--- config.mk ---
export PLATFORM = sky130hd
export DESIGN_NAME = uart_rx
export DESIGN_NICKNAME = d
export VERILOG_FILES = /design/src/rtl/uart_rx.sv
export SDC_FILE = /design/constraint.sdc
export NUM_CORES = 1
export LEC_CHECK = 0
export BUFFER_PORTS_ARGS = -buffer_cell sky130_fd_sc_hd__buf_2
export CORE_UTILIZATION = 51
export CTS_CLUSTER_SIZE = 25
export DETAILED_ROUTE_END_ITERATION = 16
export MAX_ROUTING_LAYER = met4
export PLACE_DENSITY = 0.85
export SETUP_SLACK_MARGIN = 0.2
export SLEW_MARGIN = 20
export SYNTH_ARGS = -nofsm -noshare
export SYNTH_HDL_FRONTEND = slang
export SYNTH_SLANG_ARGS = --single-unit
--- constraint.sdc ---
create_clock -name clk -period 1.3 [get_ports clk]
set_input_delay 0.26 -clock clk [delete_from_list [all_inputs] [get_ports clk]]
set_output_delay 0.26 -clock clk [all_outputs]
set_load 0.02 [all_outputs]
--- src/rtl/uart_rx.sv ---
// UART receiver: two-flop synchroniser, falling-edge start detect and mid-bit sampling.
// Frame is 1 start, 8 data bits LSB first, optional parity, 1 stop; registered byte, strobe and flags.
module uart_rx #(
  parameter int CLKS_PER_BIT = 16,
  parameter bit PARITY_EN    = 1'b1,
  parameter bit PARITY_ODD   = 1'b0
) (
  input  logic       clk,
  input  logic       reset,
  input  logic       rx_in,
  output logic [7:0] data_out,
  output logic       data_valid,
  output logic       parity_err,
  output logic       frame_err,
  output logic       busy
);

  localparam int CNT_W = $clog2(CLKS_PER_BIT);
  localparam logic [CNT_W-1:0] BIT_LAST  = CNT_W'(CLKS_PER_BIT - 1);
  localparam logic [CNT_W-1:0] HALF_LAST = CNT_W'(CLKS_PER_BIT / 2 - 1);

  typedef enum logic [2:0] {
    S_IDLE,
    S_START,
    S_DATA,
    S_PARITY,
    S_STOP
  } state_e;

  logic             sync1_q, rx_s_q, rx_d_q;
  state_e           state_q, state_d;
  logic [CNT_W-1:0] cnt_q, cnt_d;
  logic [2:0]       idx_q, idx_d;
  logic [7:0]       shift_q, shift_d;
  logic             par_err_q, par_err_d;
  logic [7:0]       data_q, data_d;
  logic             valid_q, valid_d;
  logic             perr_q, perr_d;
  logic             ferr_q, ferr_d;

  // Synchroniser resets to the idle level so leaving reset never looks like a start edge.
  always_ff @(posedge clk) begin
    // NOTE: non-blocking assignments so every flop samples the pre-edge value of its source.
    if (reset) begin
      sync1_q <= 1'b1;
      rx_s_q  <= 1'b1;
      rx_d_q  <= 1'b1;
    end else begin
      sync1_q <= rx_in;
      rx_s_q  <= sync1_q;
      rx_d_q  <= rx_s_q;
    end
  end

  always_comb begin
    // NOTE: every output of this block gets a default first, so no path can infer a latch.
    state_d   = state_q;
    cnt_d     = cnt_q + CNT_W'(1);
    idx_d     = idx_q;
    shift_d   = shift_q;
    par_err_d = par_err_q;
    data_d    = data_q;
    valid_d   = 1'b0;
    perr_d    = perr_q;
    ferr_d    = ferr_q;

    case (state_q)
      S_IDLE: begin
        cnt_d = '0;
        idx_d = '0;
        // Falling edge only: a line held low never re-arms reception.
        if (rx_d_q && !rx_s_q) state_d = S_START;
      end
      S_START: begin
        if (cnt_q == HALF_LAST) begin
          cnt_d   = '0;
          state_d = rx_s_q ? S_IDLE : S_DATA;
        end
      end
      S_DATA: begin
        if (cnt_q == BIT_LAST) begin
          cnt_d          = '0;
          shift_d[idx_q] = rx_s_q;
          idx_d          = idx_q + 3'd1;
          if (idx_q == 3'd7) state_d = PARITY_EN ? S_PARITY : S_STOP;
        end
      end
      S_PARITY: begin
        if (cnt_q == BIT_LAST) begin
          cnt_d     = '0;
          par_err_d = (^shift_q) ^ rx_s_q ^ PARITY_ODD;
          state_d   = S_STOP;
        end
      end
      S_STOP: begin
        // Leave at mid-stop so a start edge half a bit later is still caught.
        if (cnt_q == BIT_LAST) begin
          cnt_d   = '0;
          state_d = S_IDLE;
          valid_d = 1'b1;
          data_d  = shift_q;
          perr_d  = PARITY_EN ? par_err_q : 1'b0;
          ferr_d  = ~rx_s_q;
        end
      end
      default: state_d = S_IDLE;
    endcase
  end

  always_ff @(posedge clk) begin
    if (reset) begin
      state_q   <= S_IDLE;
      cnt_q     <= '0;
      idx_q     <= '0;
      // NOTE: the shift register is reset too; it is small and feeds a visible output.
      shift_q   <= '0;
      par_err_q <= 1'b0;
      data_q    <= '0;
      valid_q   <= 1'b0;
      perr_q    <= 1'b0;
      ferr_q    <= 1'b0;
    end else begin
      state_q   <= state_d;
      cnt_q     <= cnt_d;
      idx_q     <= idx_d;
      shift_q   <= shift_d;
      par_err_q <= par_err_d;
      data_q    <= data_d;
      valid_q   <= valid_d;
      perr_q    <= perr_d;
      ferr_q    <= ferr_d;
    end
  end

  assign data_out   = data_q;
  assign data_valid = valid_q;
  assign parity_err = perr_q;
  assign frame_err  = ferr_q;
  assign busy       = (state_q != S_IDLE);

endmodule

Word-level counts from Yosys, hierarchy flattened
Index checks and enable logic that the tools add are counted.

storage, ports and cells
  logic and storage cells = 63
  output and inout port bits = 12
  bits of input ports = 3
  register bits = 33

cells by class
  reductions and logical operators = 14
  add/subtract/negate cells = 2
  mux-type cells = 17
  bitwise gates (word level) = 3
  magnitude comparators = 2
  equality and inequality tests = 13

operators with widths
  kind                                                                   number
  3-bit two-way mux                                                      7
  3-bit one-hot mux with 5 select lines                                  1
  2-bit inequality test, second input constant                           6
  4-bit one-hot mux with 3 select lines                                  1
  8-bit bitwise mux                                                      1
  4-bit two-way mux                                                      2
  2-bit AND reduction                                                    4
  8-bit XOR reduction                                                    1
  3-bit by 2-bit equality test with 1-bit output, second input constant  2
  3-bit equality test, second input constant                             2
  3-bit one-hot mux with 2 select lines                                  1
  6-bit AND reduction                                                    1
  4-bit by 1-bit adder with 4-bit output, second input constant          1
  4-bit by 3-bit equality test with 1-bit output, second input constant  1
  4-bit equality test, second input constant                             1
  3-bit by 4-bit < comparator with 1-bit output, second input constant   1
  3-bit by 1-bit adder with 3-bit output, second input constant          1
  1-bit demux with 3-bit select                                          1
  3-bit by 1-bit equality test with 1-bit output, second input constant  1
  3-bit by 1-bit >= comparator with 1-bit output, second input constant  1
  3-bit zero test                                                        1
  3-bit nonzero test                                                     1
  3-bit OR reduction                                                     1
  1-bit logical AND                                                      2
  other kinds (7)                                                        9

Depth between registers and ports, before layout
Gate-level depths: netlist of the first run.

  depth in word-level cells = 5
  gate-level depth with buffers = 7
  gate-level depth less buffers = 5

Worst setup path after synthesis of the first run
No wires, ideal clock.

  path type = flip-flop to flip-flop
  from = register cnt_q[0]
  to = register data_q[0] (netlist: data_out[0])
  arrival = 1.340 ns
  period minus slack after synthesis = 1.467 ns
  required time = 1.172 ns
  library setup time = 0.128 ns
  cell stages (with the launch flop) = 8
  path slack = -0.167 ns
  path buffers = 2
  cell sequence = dfxtp_1 ha_1 buf_2 and3_1 nand3_1 buf_4 mux2i_1 nor2_1

between the ends
  word-level cells in the longest chain between the ends = 2

ends and longest elaborated chain
  element                        RTL line  text
  start, declared                32        logic [CNT_W-1:0] cnt_q, cnt_d;
  start signal, assigned         124       cnt_q <= cnt_d;
  4-bit equality test            97        if (cnt_q == BIT_LAST) begin
  2-bit AND reduction (no line)  -
  end signal, assigned           128       data_q <= data_d;
  end, declared                  36        logic [7:0] data_q, data_d;

Every way passes these cells.
A chain may end at the register's enable or synchronous reset.

Worst setup path after layout of the first run
  from = register state_q[1]
  to = output port busy

between the ends
  word-level cells in the longest chain between the ends = 1

ends and longest elaborated chain
  element                 RTL line  text
  start, declared         31        state_e state_q, state_d;
  start signal, assigned  123       state_q <= state_d;
  3-bit nonzero test      139       assign busy = (state_q != S_IDLE);
  end, declared           15        output logic busy

Every way passes these cells.

==> reports/metrics.cfg, run 1 <==
[floorplan]
ios=15
dieArea_sq_mm=0.00312
initial_core_util_pct=53.6
fp.dieW_microns=55.9
coreArea_sq_mm=0.00276
die_y_microns=55.9
placementRows=19

[routing]
drc=0
first_pass_iters=4
wl_microns=4780
vias=1418
vias_per_cell=6.22
wl_per_cell_microns=21.0
antenna_left=0
drt_iter0_markers=56

[synthesis]
synth_top_cell_area_share_pct=44.7
netlist_instances=159
ys_ff_latch=33
synthTopCellsByArea=dfxtp_1 45%, mux2i_1 12%, nor2_1 6.6%
yosysSeqAreaShare_pct=44.7
synthFlopType=dfxtp_1
synth.most_common_cell=dfxtp_1
ys_async_sr_fraction_pct=0
synth-edff-count=0
synth_nets=165
synth_area_per_cell_sq_um=9.30
synth.distinct_cells=31
ys_top_cells_by_count=33 x dfxtp_1, 26 x nor2_1, 18 x mux2i_1
synth_top_cell_by_area=dfxtp_1
ys_warn_count=0
syn_area_sq_mm=0.00148

[critical_path]
crit_path_max_fanout=6
cp.arrival_ns=1.23
cp_slowest_cell=dfxtp_1
required_ns=1.04
crit_path_start=state_q[1]
crit_chain=or3_4 > buf_6
critPathMaxStageDelay_ns=0.39
end_kind=output pin
worstReg2RegStart=state_q[1]
worst-path-buf-inv=1
critPathTopFamily=flip-flops
critical_path_class=flop to output pin
start_kind=flop

[layout]
drive_gt1_share_pct=55.8
postLayoutCoreUtil_pct=79.7
fin_nets=202
diodes=0
fill_cells=154
fin_cells=228
areaGrowthSynthToFinish_pct=48.6
design_area_sq_mm=0.00220

[sta]
finalCritPeriodShare_pct=114
worst_pin_slew_ns=0.364
relSlewSlack_pct=75.8
worst_slack_ns=-0.188
fin_tns_setup_ns=-0.945
timing_hold_violations_final=0
maxSlewViolCount=0
setup_viol=26
grt_setup_unrepaired=yes
fin_skew_ns=0.0211
period_needed_ns=1.49
max_clock_freq_mhz=672

[clock_network]
path_clk_slew_ns=0.11
clk_path_buf_depth=2
tritoncts=done
htree_num_levels=2
cts.sinks=33
cts_hold_buf=0
clk_latency_ns=0.36
cts_buffers=5
clock-root-buffer=clkbuf_4

[global_route]
grt_pass1_wl_microns=6670
antenna_found_initial=0
grt_overflow_total=0
grt.total_usage_pct=30.4
grt_max_degree=17
grt_pass1_vias=1358

[place]
io_buffers=14
place_area_sq_mm=0.00180
dpl.hpwl_microns=2290
place_congestion=0.842
place_inst=213

[min_path]
hold_start=rx_in
worstHoldPathType=input pin to flop

[pwr]
leakagePower_nw=1.00
ir_drop_v=0.00125
p_per_area_mw_per_mm2=887

[job]
cap_violations=0

[run_status]
violations=setup timing
status=finished, violations left

[registers in the layout (all words and copies together) (netlist names)]
name and cells:
rx_d_q 1, data_out 8, rx_s_q 1, cnt_q 4, idx_q 3, shift_q 8
parity_err 1, frame_err 1, sync1_q 1, par_err_q 1, state_q 3, data_valid 1
[routing by layer]
metal / wire, microns / up-vias / track usage, % / share of wire, %
met4: 237 / 0 / 19.2 / 5.0
li1: - / 628 / - / -
met3: 331 / 22 / 8.60 / 6.9
met1: 1790 / 695 / 31.9 / 38
met2: 2420 / 73 / 50.3 / 51
met5: 0 / - / - / 0
[cells in the final DEF (no fill, tap or decap), types with 2 or more instances in the layout]
cell type,instances
ha_1,2
dfxtp_1,12
nor3_2,2
nand4_1,4
nor4_2,3
nor2_4,3
clkbuf_4,5
or3_4,2
buf_2,2
dfxtp_2,18
mux2i_1,18
a21oi_2,5
buf_6,18
nand3b_1,2
nand3_2,11
nor2_1,23
xnor3_1,2
nand2_1,5
or2_2,3
xor2_1,4
nor2b_1,3
dfxtp_4,3
buf_4,22
[through the flow]
step | power (mW) | hold WS [ns] | worst slack, ns
after global routing | 2.00 | 0.0697 | -0.215
final | 1.95 | 0.0788 | -0.188
after floorplan | 1.09 | 0.364 | -0.0342
after CTS | 1.91 | 0.0921 | -0.176
after detailed placement | 1.12 | 0.399 | -0.0340
after global placement | 1.12 | 0.393 | -0.0298
[worst paths after layout]
path,endpoint,slack (ns),depth (start not counted)
max,busy,-0.19,2
min reg2reg,rx_s_q,0.43,1
max reg2reg,data_out[7],-0.08,6
min,sync1_q,0.08,2
[worst register-to-register path: stages, from the launching register on]
cell and delay [ns]:
dfxtp_1 0.47, buf_4 0.20, nor2_4 0.05, nand3_4 0.13, buf_16 0.14, mux2i_1 0.23
nor2_1 0.07
[logic make-up (layout without fill, tap and decap cells)]
logic type,Yosys count,in the layout,synth area share [%]
AND/OR/NAND/NOR,72,72,24.8
flip-flops,33,33,44.7
multiplexers,18,18,12.2
buffers and inverters,15,53,4.65
AO/OA/AOI/OAI,10,10,4.57
XOR/XNOR,8,8,6.60
adder cells (fa/ha/maj),3,3,2.54
[report_power, final]
part           switching (mW)  internal, mW
combinational          0.0612        0.0413
sequential            0.00437          1.01
clock                   0.372         0.459
total                   0.438          1.51
[timing repair]
| action | CTS | global route |
|---|---|---|
| cloned | 1 | 0 |
| pin swaps | 6 | 6 |
| gates resized for setup | 40 | 37 |
| buffers inserted | 2 | 4 |
| endpoints found under the setup margin | 40 | 41 |
[cell type report]
cell class	count	area, sq um	share of cell area, %
clock buffer	7	55.1	2.50
clock inverter	1	30.0	1.37
timing repair buffer	44	425	19.4
sequential	33	694	31.6
multi-input combinational	111	951	43.3
inverter	1	3.75	0.171
tap	31	38.8	1.76
Power figures use the tool's default switching activity.
==> run 2: changes to the inputs <==
--- a/config.mk
+++ b/config.mk
@@ -6,11 +6,11 @@
 export NUM_CORES = 1
 export LEC_CHECK = 0
 export BUFFER_PORTS_ARGS = -buffer_cell sky130_fd_sc_hd__buf_2
-export CORE_UTILIZATION = 51
+export CORE_UTILIZATION = 30
 export CTS_CLUSTER_SIZE = 25
 export DETAILED_ROUTE_END_ITERATION = 16
 export MAX_ROUTING_LAYER = met4
-export PLACE_DENSITY = 0.85
+export PLACE_DENSITY = 0.6
 export SETUP_SLACK_MARGIN = 0.2
 export SLEW_MARGIN = 20
 export SYNTH_ARGS = -nofsm -noshare
==> reports/metrics.cfg, run 2 (same netlist as run 1, synthesis figures left out) <==
[routing]
vias=1249  ; was 1418
antenna_left=0  ; unchanged
drt_iter0_markers=29  ; was 56
first_pass_iters=4  ; unchanged
vias_per_cell=4.64  ; was 6.22
drc=0  ; unchanged
wl_per_cell_microns=12.2  ; was 21.0 microns
wl_microns=3280  ; was 4780 microns

[sta]
max_clock_freq_mhz=709  ; was 672 MHz
relSlewSlack_pct=74.9  ; was 75.8%
grt_setup_unrepaired=yes  ; unchanged
period_needed_ns=1.41  ; was 1.49 ns
finalCritPeriodShare_pct=108  ; was 114%
worst_pin_slew_ns=0.375  ; was 0.364 ns
timing_hold_violations_final=0  ; unchanged
fin_skew_ns=0.00658  ; was 0.0211 ns
maxSlewViolCount=0  ; unchanged
setup_viol=16  ; was 26
worst_slack_ns=-0.110  ; was -0.188 ns
holdWs_ns=0.155  ; was 0.0788 ns

[job]
cap_violations=0  ; unchanged

[global_route]
grt_pass1_wl_microns=5620  ; was 6670 microns
grt_pass1_vias=1202  ; was 1358
grt_overflow_total=0  ; unchanged
antenna_found_initial=0  ; unchanged
grt_max_degree=18  ; was 17
grt.total_usage_pct=14.6  ; was 30.4%

[critical_path]
required_ns=1.04  ; about the same
end_kind=output pin  ; unchanged
reg2reg_slack_ns=-0.06  ; was -0.08 ns
worstReg2RegStart=cnt_q[0]  ; was state_q[1]
cp.arrival_ns=1.15  ; was 1.23 ns
crit_path_start=state_q[0]  ; was state_q[1]
critical_path_class=flop to output pin  ; unchanged
r2r-end=shift_q[7]  ; was data_out[7]
r2r_cells=6  ; unchanged
start_kind=flop  ; unchanged
crit_path_max_fanout=2  ; was 6

[pwr]
p_total_mw=2.10  ; was 1.95 mW
ir_drop_v=0.000673  ; was 0.00125 V
p_per_area_mw_per_mm2=935  ; was 887 mW/mm^2
leakagePower_nw=1.03  ; was 1.00 nW

[layout]
fin_nets=207  ; was 202
final_common_cell=buf_4  ; was nor2_1
areaGrowthSynthToFinish_pct=52.2  ; was 48.6%
postLayoutCoreUtil_pct=47.7  ; was 79.7%
diodes=0  ; unchanged
drive_gt1_share_pct=49.0  ; was 55.8%
final_cell_mix=26 x buf_4, 25 x dfxtp_1, 24 x nor2_1  ; was 23 x nor2_1, 22 x buf_4, 18 x mux2i_1, 18 x dfxtp_2, 18 x buf_6

[run_status]
status=finished, violations left  ; unchanged
violations=setup timing  ; unchanged

[clock_network]
clock-root-buffer=clkbuf_8  ; was clkbuf_4
cts_buffers=5  ; unchanged
htree_num_levels=2  ; unchanged
path_clk_slew_ns=0.07  ; was 0.11 ns
clk_latency_ns=0.28  ; was 0.36 ns
tritoncts=done  ; unchanged
cts.sinks=33  ; unchanged
clk_path_buf_depth=2  ; unchanged

[place]
place_congestion=0.712  ; was 0.842
dpl.hpwl_microns=2160  ; was 2290 microns
io_buffers=14  ; unchanged

[min_path]
worstHoldPathType=input pin to flop  ; unchanged
hold_depth=2  ; unchanged
hold_end=sync1_q  ; unchanged
hold_start=rx_in  ; unchanged

[floorplan]
die_y_microns=72.2  ; was 55.9 microns
coreArea_sq_mm=0.00472  ; was 0.00276 sq mm
initial_core_util_pct=31.3  ; was 53.6%
ios=15  ; unchanged
dieArea_sq_mm=0.00521  ; was 0.00312 sq mm
placementRows=25  ; was 19
fp.dieW_microns=72.2  ; was 55.9 microns

-- run 2: changes by cell type in the layout (fill, tap and decap cells not counted), moves of 3 or more --
cell / change
dfxtp_1: +13
buf_6: -12
dfxtp_2: -12
buf_2: +11
clkbuf_4: -5
clkbuf_8: +5
buf_4: +4
nand3_2: -4
nand3_4: +3
-- run 2: worst max-delay path by stage --
stage | to | depth (start not counted)
3_5_place_dp | par_err_q | 3
6_report | busy | 2
5_1_grt | busy | 2
2_1_floorplan | data_out[0] | 7
3_3_place_gp | par_err_q | 3
4_1_cts | busy | 2
-- run 2: repair_timing --
| item | CTS | global route |
|---|---|---|
| pin swaps | 7 | 11 |
| setup endpoints to repair | 31 | 31 |
| hold buffers | 0 | 0 |
| buffers inserted | 5 | 0 |
| cloned | 2 | 0 |
| gates resized for setup | 29 | 9 |
-- run 2: layer usage --
layer / vias to the layer above / wire length [microns] / global-route usage (%)
li1: 638 / - / -
met1: 596 / 1550 / 18.5
met2: 13 / 1630 / 22.9
met3: 2 / 83 / 3.75
met4: 0 / 19 / 3.92
met5: - / 0 / -
-- run 2: worst max-delay path, stage by stage (launching register included) --
cell	delay [ns]
dfxtp_4	0.34
or3_4	0.39
buf_6	0.14
-- run 2: through the flow --
stage | setup TNS, ns | instance area (sq um) | setup WS (ns) | cells
3_5_place_dp | -0.0153 | 1890 | -0.00824 | 254
4_1_cts | -0.615 | 2200 | -0.126 | 269
2_1_floorplan | -0.429 | 1600 | -0.0342 | 159
5_1_grt | -2.57 | 2250 | -0.143 | 269
6_report | -0.488 | 2250 | -0.110 | 269
3_3_place_gp | -0.0151 | 1890 | -0.0151 | 254
-- run 2: power breakdown --
part	switching [mW]	internal, mW	total, mW
combinational	0.0530	0.0405	0.0936
sequential	0.00366	1.01	1.02
clock	0.367	0.625	0.992
-- run 2: cell type report --
class / count / area [sq um]
multi-input combinational: 111 / 948
tap: 67 / 83.8
clock buffer: 7 / 86.3
sequential: 33 / 676
inverter: 1 / 3.75
clock inverter: 1 / 30.0
fill: 453 / 2470
timing repair buffer: 49 / 423
==> run 3: changes to the inputs <==
--- a/config.mk
+++ b/config.mk
@@ -6,11 +6,13 @@
 export NUM_CORES = 1
 export LEC_CHECK = 0
 export BUFFER_PORTS_ARGS = -buffer_cell sky130_fd_sc_hd__buf_2
+export CELL_PAD_IN_SITES_DETAIL_PLACEMENT = 2
+export CELL_PAD_IN_SITES_GLOBAL_PLACEMENT = 2
 export CORE_UTILIZATION = 30
 export CTS_CLUSTER_SIZE = 25
 export DETAILED_ROUTE_END_ITERATION = 16
 export MAX_ROUTING_LAYER = met4
-export PLACE_DENSITY = 0.6
+export PLACE_DENSITY = 0.81
 export SETUP_SLACK_MARGIN = 0.2
 export SLEW_MARGIN = 20
 export SYNTH_ARGS = -nofsm -noshare
==> reports/metrics.cfg, run 3 (same netlist as run 1, synthesis figures left out) <==
[layout]
drive_gt1_share_pct=56.3  ; was 49.0%
postLayoutCoreUtil_pct=51.9  ; was 47.7%
final_cell_mix=38 x buf_4, 23 x nor2_1, 22 x dfxtp_1  ; was 26 x buf_4, 25 x dfxtp_1, 24 x nor2_1
fin_nets=220  ; was 207
design_area_sq_mm=0.00245  ; was 0.00225 sq mm
areaGrowthSynthToFinish_pct=65.7  ; was 52.2%
final_common_cell=buf_4  ; unchanged
diodes=0  ; unchanged

[place]
place_area_sq_mm=0.00190  ; was 0.00189 sq mm
place_congestion=0.915  ; was 0.712
io_buffers=14  ; unchanged
dpl.hpwl_microns=3470  ; was 2160 microns

[run_status]
violations=setup timing  ; unchanged
status=finished, violations left  ; unchanged

[sta]
maxSlewViolCount=0  ; unchanged
fin_skew_ns=0.0103  ; was 0.00658 ns
setup_viol=28  ; was 16
worst_pin_slew_ns=0.467  ; was 0.375 ns
relSlewSlack_pct=68.9  ; was 74.9%
grt_setup_unrepaired=yes  ; unchanged
fin_tns_setup_ns=-2.47  ; was -0.488 ns
worst_slack_ns=-0.196  ; was -0.110 ns
max_clock_freq_mhz=669  ; was 709 MHz
finalCritPeriodShare_pct=115  ; was 108%
timing_hold_violations_final=0  ; unchanged
period_needed_ns=1.50  ; was 1.41 ns

[clock_network]
clk_path_buf_depth=2  ; unchanged
cts_buffers=5  ; unchanged
clock-root-buffer=clkbuf_8  ; unchanged
tritoncts=done  ; unchanged
path_clk_slew_ns=0.07  ; about the same
htree_num_levels=2  ; unchanged
cts.sinks=33  ; unchanged
cts_hold_buf=0  ; unchanged
clk_latency_ns=0.30  ; was 0.28 ns

[critical_path]
r2r_cells=6  ; unchanged
crit_path_max_fanout=6  ; was 2
crit_path_start=cnt_q[0]  ; was state_q[0]
start_kind=flop  ; unchanged
reg2reg_slack_ns=-0.20  ; was -0.06 ns
required_ns=1.49  ; was 1.04 ns
end_kind=flop  ; was output pin
critical_path.endpoint=shift_q[2]  ; was busy
r2r-end=shift_q[2]  ; was shift_q[7]
cp.arrival_ns=1.68  ; was 1.15 ns
critical_path_class=flop to flop  ; was flop to output pin
worstReg2RegStart=cnt_q[0]  ; unchanged

[pwr]
p_total_mw=2.19  ; was 2.10 mW
p_per_area_mw_per_mm2=894  ; was 935 mW/mm^2
leakagePower_nw=1.12  ; was 1.03 nW
ir_drop_v=0.000511  ; was 0.000673 V

[routing]
drc=0  ; unchanged
antenna_left=0  ; unchanged
drt_iter0_markers=51  ; was 29
vias_per_cell=5.07  ; was 4.64
wl_per_cell_microns=23.4  ; was 12.2 microns
wl_microns=6610  ; was 3280 microns
vias=1431  ; was 1249
first_pass_iters=4  ; unchanged

[floorplan]
ios=15  ; unchanged
dieArea_sq_mm=0.00521  ; unchanged
fp.dieW_microns=72.2  ; unchanged
initial_core_util_pct=31.3  ; unchanged
placementRows=25  ; unchanged
coreArea_sq_mm=0.00472  ; unchanged
die_y_microns=72.2  ; unchanged

[global_route]
grt.total_usage_pct=27.4  ; was 14.6%
grt_overflow_total=0  ; unchanged
grt_max_degree=21  ; was 18
grt_pass1_wl_microns=9810  ; was 5620 microns
grt_pass1_vias=1579  ; was 1202
antenna_found_initial=0  ; unchanged

[job]
cap_violations=0  ; unchanged

[min_path]
worstHoldPathType=input pin to flop  ; unchanged

run 3: worst min path at each step:
stage	start	to	slack, ns	cells after the start
CTS	rx_in	sync1_q	0.15	2
detailed placement	sync1_q	rx_s_q	0.40	1
global placement	sync1_q	rx_s_q	0.40	1
floorplan	rx_in	sync1_q	0.36	1
global route	rx_in	sync1_q	0.14	2
finish	rx_in	sync1_q	0.15	2
run 3: what timing repair did:
item | in CTS | in global routing
gates cloned | 2 | 0
pin swaps | 16 | 11
hold endpoints to repair | 0 | 0
buffers inserted | 12 | 5
endpoints found under the setup margin | 31 | 36
resized for setup | 45 | 26
run 3: layout make-up:
cell class                      count  area [sq um]
Fill cell                         476          2270
Multi-Input combinational cell    111           997
Sequential cell                    33           687
Timing Repair Buffer               62           563
Clock buffer                        7          86.3
Tap cell                           67          83.8
Clock inverter                      1          30.0
Inverter                            1          3.75
run 3: worst max-delay path: stages (launching register included):
cell and delay [ns]:
dfxtp_2 0.37, ha_4 0.18, and4_4 0.27, buf_12 0.16
nand3_4 0.08, mux2i_2 0.23, nor2_1 0.09
run 3: per-layer routing:
| layer | track usage (%) | share of wire (%) |
|---|---|---|
| met1 | 33.2 | 43 |
| met2 | 46.7 | 53 |
| met3 | 4.72 | 2.2 |
| met4 | 7.84 | 2.0 |
| met5 | - | 0 |
run 3: where the power goes:
| part | internal (mW) | leakage (nW) | switching (mW) |
|---|---|---|---|
| clock network | 0.625 | 0.0585 | 0.423 |
| registers | 1.01 | 0.274 | 0.00710 |
| logic | 0.0589 | 0.783 | 0.0703 |
| total | 1.69 | 1.12 | 0.500 |
run 3: through the flow:
stage          setup WS [ns]  cells  hold slack (ns)
3_3_place_gp         -0.0402    255            0.402
4_1_cts               -0.176    277            0.145
3_5_place_dp          -0.279    255            0.401
5_1_grt               -0.207    282            0.144
2_1_floorplan        -0.0342    159            0.364
6_report              -0.196    282            0.148
